===== src/rtl/inst_loader.sv =====
// Boot-stream loader: length-prefixed words are written into instruction memory while the core is held.
// Optional trailing XOR checksum byte is enabled by defining INST_LOADER_CHECKSUM_EN.
module inst_loader #(
    parameter int MEM_DEPTH = 1024,
    parameter int ADDR_W    = 10
) (
    input  logic              clk,
    input  logic              rst_n,
    input  logic              start_i,
    input  logic              byte_vld_i,
    input  logic [7:0]        byte_i,
    output logic              byte_rdy_o,
    output logic              mem_we_o,
    output logic [ADDR_W-1:0] mem_waddr_o,
    output logic [31:0]       mem_wdata_o,
    output logic              cpu_hold_o,
    output logic              done_o,
    output logic              err_o
);

`ifdef INST_LOADER_CHECKSUM_EN
    typedef enum logic [2:0] {
        S_LEN, S_DATA, S_WRITE, S_CHK, S_DONE, S_ERROR
    } state_t;
`else
    typedef enum logic [2:0] {
        S_LEN, S_DATA, S_WRITE, S_DONE, S_ERROR
    } state_t;
`endif

    state_t              state_q, state_d;
    logic [1:0]          bcnt_q, bcnt_d;
    logic [15:0]         len_q, len_d;
    logic [31:0]         sr_q, sr_d;
    logic [ADDR_W-1:0]   idx_q, idx_d;
    logic                rdy_q, rdy_d;
    logic                we_q, we_d;
    logic [ADDR_W-1:0]   waddr_q, waddr_d;
    logic [31:0]         wdata_q, wdata_d;
    logic                hold_q, hold_d;
    logic                done_q, done_d;
    logic                err_q, err_d;
`ifdef INST_LOADER_CHECKSUM_EN
    logic [7:0]          chk_q, chk_d;
`endif

    logic        xfer;
    logic [15:0] n_new;
    logic        last_word;

    assign xfer      = byte_vld_i & rdy_q;
    assign n_new     = {byte_i, len_q[7:0]};
    assign last_word = ({{(32-ADDR_W){1'b0}}, idx_q} + 32'd1) == {16'd0, len_q};

    always_comb begin
        state_d = state_q;
        bcnt_d  = bcnt_q;
        len_d   = len_q;
        sr_d    = sr_q;
        idx_d   = idx_q;
`ifdef INST_LOADER_CHECKSUM_EN
        chk_d   = chk_q;
`endif
        unique case (state_q)
            S_LEN: begin
                if (xfer) begin
                    if (bcnt_q == 2'd0) begin
                        len_d[7:0] = byte_i;
                        bcnt_d     = 2'd1;
                    end else begin
                        len_d  = n_new;
                        bcnt_d = 2'd0;
                        if (n_new == 16'd0) begin
`ifdef INST_LOADER_CHECKSUM_EN
                            state_d = S_CHK;
`else
                            state_d = S_DONE;
`endif
                        end else if ({16'd0, n_new} > 32'(MEM_DEPTH)) begin
                            state_d = S_ERROR;
                        end else begin
                            state_d = S_DATA;
                        end
                    end
                end
            end
            S_DATA: begin
                if (xfer) begin
                    // first byte shifts down to bits 7:0 after four bytes
                    sr_d   = {byte_i, sr_q[31:8]};
                    bcnt_d = bcnt_q + 2'd1;
`ifdef INST_LOADER_CHECKSUM_EN
                    chk_d  = chk_q ^ byte_i;
`endif
                    if (bcnt_q == 2'd3) state_d = S_WRITE;
                end
            end
            S_WRITE: begin
                idx_d = idx_q + ADDR_W'(1);
                if (last_word) begin
`ifdef INST_LOADER_CHECKSUM_EN
                    state_d = S_CHK;
`else
                    state_d = S_DONE;
`endif
                end else begin
                    state_d = S_DATA;
                end
            end
`ifdef INST_LOADER_CHECKSUM_EN
            S_CHK: begin
                if (xfer) state_d = (byte_i == chk_q) ? S_DONE : S_ERROR;
            end
`endif
            S_DONE, S_ERROR: begin
                if (start_i) begin
                    state_d = S_LEN;
                    idx_d   = '0;
                    bcnt_d  = 2'd0;
                    len_d   = 16'd0;
`ifdef INST_LOADER_CHECKSUM_EN
                    chk_d   = 8'd0;
`endif
                end
            end
            default: state_d = S_LEN;
        endcase
    end

    // outputs are registered from the next state so they line up with it
    always_comb begin
        rdy_d = (state_d == S_LEN) || (state_d == S_DATA);
`ifdef INST_LOADER_CHECKSUM_EN
        rdy_d = rdy_d || (state_d == S_CHK);
`endif
        we_d    = (state_d == S_WRITE);
        waddr_d = we_d ? idx_q : waddr_q;
        wdata_d = we_d ? sr_d : wdata_q;
        hold_d  = (state_d != S_DONE);
        done_d  = (state_d == S_DONE);
        err_d   = (state_d == S_ERROR);
    end

    always_ff @(posedge clk or negedge rst_n) begin
        if (!rst_n) begin
            state_q <= S_LEN;
            bcnt_q  <= 2'd0;
            len_q   <= 16'd0;
            sr_q    <= 32'd0;
            idx_q   <= '0;
            rdy_q   <= 1'b1;
            we_q    <= 1'b0;
            waddr_q <= '0;
            wdata_q <= 32'd0;
            hold_q  <= 1'b1;
            done_q  <= 1'b0;
            err_q   <= 1'b0;
`ifdef INST_LOADER_CHECKSUM_EN
            chk_q   <= 8'd0;
`endif
        end else begin
            state_q <= state_d;
            bcnt_q  <= bcnt_d;
            len_q   <= len_d;
            sr_q    <= sr_d;
            idx_q   <= idx_d;
            rdy_q   <= rdy_d;
            we_q    <= we_d;
            waddr_q <= waddr_d;
            wdata_q <= wdata_d;
            hold_q  <= hold_d;
            done_q  <= done_d;
            err_q   <= err_d;
`ifdef INST_LOADER_CHECKSUM_EN
            chk_q   <= chk_d;
`endif
        end
    end

    assign byte_rdy_o  = rdy_q;
    assign mem_we_o    = we_q;
    assign mem_waddr_o = waddr_q;
    assign mem_wdata_o = wdata_q;
    assign cpu_hold_o  = hold_q;
    assign done_o      = done_q;
    assign err_o       = err_q;

endmodule


===== config.mk =====
export PLATFORM = sky130hd
export DESIGN_NAME = inst_loader
export DESIGN_NICKNAME = d
export VERILOG_FILES = /design/src/rtl/inst_loader.sv
export SDC_FILE = /design/constraint.sdc
export NUM_CORES = 1
export LEC_CHECK = 0
export ABC_AREA = 1
export CORE_ASPECT_RATIO = 1.2
export CORE_UTILIZATION = 50
export DETAILED_ROUTE_END_ITERATION = 8
export GPL_TIMING_DRIVEN = 0
export PLACE_DENSITY_LB_ADDON = 0.2
export SYNTH_ARGS = -nofsm -noshare
export SYNTH_HDL_FRONTEND = slang
export SYNTH_SLANG_ARGS = --single-unit

===== constraint.sdc =====
create_clock -name clk -period 1.6 [get_ports clk]
set_input_delay 0.32 -clock clk [delete_from_list [all_inputs] [get_ports clk]]
set_output_delay 0.32 -clock clk [all_outputs]
set_load 0.03 [all_outputs]

# == After elaboration in Yosys (flattened, before gate mapping) ==
# Index checks and enable logic that the tools add are counted.
# classes
reduce_logical,13
n_eq_ne,16
bitwise_logic,1
muxes,23
addsub,3
n_lt_le_gt_ge,1
# ops
cell,n
2-to-1 mux 32 bit,2
2-to-1 mux 16 bit,2
case mux 16 bit (2 select lines),1
2-to-1 mux 3 bit,7
case mux 10 bit (2 select lines),1
== test 11 x 16 -> 1 bit,1
> comparator 16 x 11 -> 1 bit (second input constant),1
logical NOT 16 bit,1
2-to-1 mux 8 bit,2
== test 3 x 2 -> 1 bit (second input constant),4
case mux 3 bit (4 select lines),1
AND reduction 4 bit,3
adder 10 x 1 -> 11 bit (second input constant),1
adder 10 x 1 -> 10 bit (second input constant),1
2-to-1 mux 10 bit,1
inequality test 2 bit (second input constant),5
2-to-1 mux 2 bit,4
== test 3 x 1 -> 1 bit (second input constant),2
== test 3 bit (second input constant),2
logical NOT 3 bit,2
case mux 2 bit (3 select lines),1
nonzero test 2 bit,2
inequality test 3 x 2 -> 1 bit (second input constant),1
nonzero test 3 bit,1
8 further kinds,8
# totals
register_bits,110
wordCells,70

# == Logic depth before layout (Yosys ltp) ==
# depth
word_depth,8
depth_mapped,12
ltp_nobuf,12

# == Worst setup path before layout ==
# No wires, ideal clock.
# synth_timing
path_kind,register to register
startpoint,reg rdy_q (netlist: byte_rdy_o)
endpoint,reg len_q[12]
path_slack_ns,-0.010
stages_incl_launch_ff,6
t_required_ns,1.475
arrival_time_ns,1.485
path_cell_list,dfstp_2 nand2_1 a22oi_2 inv_2 nor2_8 mux2_4
# synth_via
elab_chain_len,3
# synth_lines
item,line_no,rtl
start: declaration,36,"logic rdy_q, rdy_d;"
start signal: assignment,167,rdy_q <= rdy_d;
bitwise AND 1 bit,51,assign xfer = byte_vld_i & rdy_q;
inequality test 2 bit (no line),--,
AND reduction 4 bit (no line),--,
end signal: assignment,164,len_q <= len_d;
end: declaration,33,"logic [15:0] len_q, len_d;"
# No other way between the ends.
# A chain may end at the register's enable or synchronous reset.

# == Worst setup path in the final report ==
# layout_timing
startpoint,reg state_q[1]
endpoint,reg len_q[15]
# layout_via
elab_chain_len,4
# layout_lines
item,line_no,rtl
start: declaration,31,"state_t state_q, state_d;"
start signal: assignment,162,state_q <= state_d;
== test 3 x 2 -> 1 bit / == test 3 bit (equally long branches),64,unique case (state_q)
OR reduction 2 bit,64,
inequality test 2 bit (no line) / nonzero test 2 bit (equally long branches),--,
AND reduction 4 bit (no line),--,
# Several ways; a longest one is shown, not always the timed one.

==> flow_metrics.py <==
metrics = {
    "status": {
        "status": "complete, but fails checks",
        "violations": "setup timing",
    },
    "placement": {
        "port_buffers": 58,
        "dpl_worst_slack_ns": -0.4101,
        "dp_cells": 753,
        "post-dp-hpwl_um": 8131,
        "gp_congestion": 0.8265,
    },
    "cells_and_area": {
        "mostFrequentLayoutCells": "104 x dfrtp_1, 84 x nand2_1, 80 x inv_1",
        "num_antenna_cells": 0,
        "fin_cells": 805,
        "final_common_cell": "dfrtp_1",
        "nets": 692,
        "final_layout_size_suffix_gt1_frac": 0.3343,
        "area_growth_pct": 43.03,
    },
    "routing": {
        "wire_per_inst_um": 16.70,
        "viasPerCell": 5.291,
        "vias": 4259,
        "drt_iter0_markers": 241,
        "wirelength_um": 13450,
        "route.detailed.drc": 0,
        "dr.pass1.iters": 4,
        "ant_nets": 0,
    },
    "synthesis": {
        "yosysTopAreaCellShare": 0.5414,
        "yosys_register_bits": 110,
        "avgSynthCellArea_sq_um": 8.743,
        "syn_inst": 571,
        "synth_area_leaders": "dfrtp_1 54%, nand2_1 11%, inv_1 6.6%, o21ai_1 4.4%, o21a_1 3.8%",
        "ys_warn_count": 0,
        "synth_cell_types": 35,
        "synthesis.area_sq_um": 4992,
        "synth_area_leader_cell": "dfrtp_1",
        "syn-num-nets": 586,
        "ys_seq_area_frac": 0.5519,
    },
    "sta": {
        "finalSetupViolCount": 67,
        "rsz0062_at_grt": "true",
        "slew_headroom": 0.6649,
        "min_period_ns": 1.739,
        "finalHoldViolations": 0,
        "fmax_mhz": 575.1,
        "skew_ns": 0.008839,
        "layout_setup_ws_ns": -0.1389,
        "fin_crit_sh": 1.087,
        "tightest_slew_ns": 0.5027,
        "slew_viol_final": 0,
    },
    "grt": {
        "grt_pass1_wl_um": 20180,
        "grt_pass1_vias": 4141,
        "grt_max_degree": 74,
        "grt_usage": 0.2526,
        "antenna_found_initial": 0,
        "grt_overflow": 0,
    },
    "floorplan": {
        "dieWidth_um": 93.22,
        "start_util": 0.5193,
        "coreArea_sq_um": 9613,
        "rows": 39,
        "die_y_um": 111.5,
        "ioPinCount": 59,
        "fp.dieArea_sq_um": 10390,
    },
    "power": {
        "leakage_uw": 0.003586,
        "power.density_nw_per_um2": 1944,
        "ir_worst_vdd_uv": 1078,
    },
    "clocking": {
        "clk_latency_ns": 0.36,
        "cts_root_buf": "clkbuf_16",
        "cts_tree": "yes",
        "clk_pin_slew_ns": 0.07,
        "clk_path_buf_depth": 2,
        "cts_max_level": 3,
        "cts_buffers": 9,
        "cts.sinks": 110,
    },
    "critical_path": {
        "critPathKind": "reg -> reg",
        "crit_fanout": 5,
        "worst_setup_path_start_kind": "flip-flop",
        "cp.required_ns": 1.84,
        "worstSetupEndpointType": "flip-flop",
        "worst_ep_arrival_time_ns": 1.98,
    },
    "run": {
        "max_cap_violations": 0,
    },
    "worst_hold_path": {
        "hold_class": "in -> async",
    },
}
==> per-stage QoR <==
stage	utilization	cell area (sq um)	hold WS, ns	TNS [ns]	total power [uW]
floorplan	-	4995	0.02441	0	8143
detailed placement	0.5986	5754	0.3257	-28.32	9812
global placement	0.5960	5729	0.4715	-449.14	9650
global route	0.7428	7141	0.5195	-7.886	14660
CTS	0.6655	6397	0.4921	-2.085	12270
finish	0.7428	7141	0.4775	-3.304	13880
==> cell families (layout without fill, tap and decap cells) <==
| kind of cell | Yosys count | after routing | share of synthesized area |
|---|---|---|---|
| AOI/OAI and AO/OA | 106 | 106 | 0.1306 |
| xor gates and xnor gates | 1 | 1 | 0.001755 |
| adders and majority gates | 3 | 3 | 0.007520 |
| buffers and inverters | 114 | 225 | 0.09599 |
| DFF | 110 | 110 | 0.5519 |
| muxes | 2 | 2 | 0.006015 |
| and+or+nand+nor | 235 | 235 | 0.2063 |
==> report_power, final <==
part           internal [uW]  switching (uW)  total, uW
clock                   1230            1060       2290
combinational           2940            4030       6970
sequential              3860             767       4630
total                   8030            5850      13900
==> area by class of cell <==
type                       count  area, sq um
buffer                        19        241.5
clock buffer                  10        229.0
clock inverter                 6        70.07
fill                         641         2472
inverter                      95        386.6
multi-input combinational    347         2280
sequential                   110         2760
tap                          123        153.9
timing repair buffer          95         1020
==> repair_timing <==
action | 4_1_cts | 5_1_grt
resized for setup | 125 | 167
hold buffers | 1 | 0
setup buffers | 12 | 13
gates cloned | 4 | 6
pin swaps | 8 | 21
hold endpoints to repair | 37 | 0
setup endpoints to repair | 139 | 93
==> synthesized netlist by cell type, drive strengths merged <==
| cell | number |
|---|---|
| nand2 | 154 |
| nor2 | 36 |
| mux2 | 2 |
| o21ai | 68 |
| inv | 95 |
| dfrtp | 108 |
| o21a | 25 |
| buf | 14 |
| nand3b | 1 |
| dfstp | 2 |
| clkbuf | 5 |
| ha | 3 |
| a22oi | 1 |
| a21oi | 3 |
| o21bai | 1 |
| nor4 | 1 |
| xnor2 | 1 |
| and2 | 8 |
| nand4 | 2 |
| nand3 | 28 |
| nor3 | 5 |
| o22ai | 7 |
| o211ai | 1 |
==> worst paths after layout <==
check,start,endpoint,slack [ns],cells past startpoint
worst max-delay path,state_q[1],len_q[15],-0.14,10
worst min-delay path,rst_n,mem_waddr_o[8],0.48,2
worst max register to register,state_q[1],len_q[15],-0.14,10
worst min register to register,mem_waddr_o[3],mem_waddr_o[3],0.50,2
max in group asynchronous,rst_n,byte_rdy_o,0.39,3
min in group clk,mem_waddr_o[3],mem_waddr_o[3],0.50,2
==> registers in the layout (all words and copies together) (netlist names), 2 cells and up <==
signal,cells
idx_q,10
mem_waddr_o,10
state_q,3
sr_q,32
bcnt_q,2
mem_wdata_o,32
len_q,16
==> metal layers <==
metal	global-route usage	share of wire
met5	0	0
met3	0.03825	0.035
met4	0.09949	0.028
met2	0.4436	0.54
met1	0.3096	0.39
==> worst max-delay path, cell delays in order (launching register included) <==
cell and delay [ns]:
dfrtp_2 0.45, buf_6 0.13, nor2_4 0.14, nand2_2 0.09
nand2_4 0.07, buf_6 0.12, inv_8 0.04, nand2_4 0.06
nand2_4 0.06, nor2_8 0.15, mux2_4 0.32
Note: power is estimated with default switching activity, not from simulation.
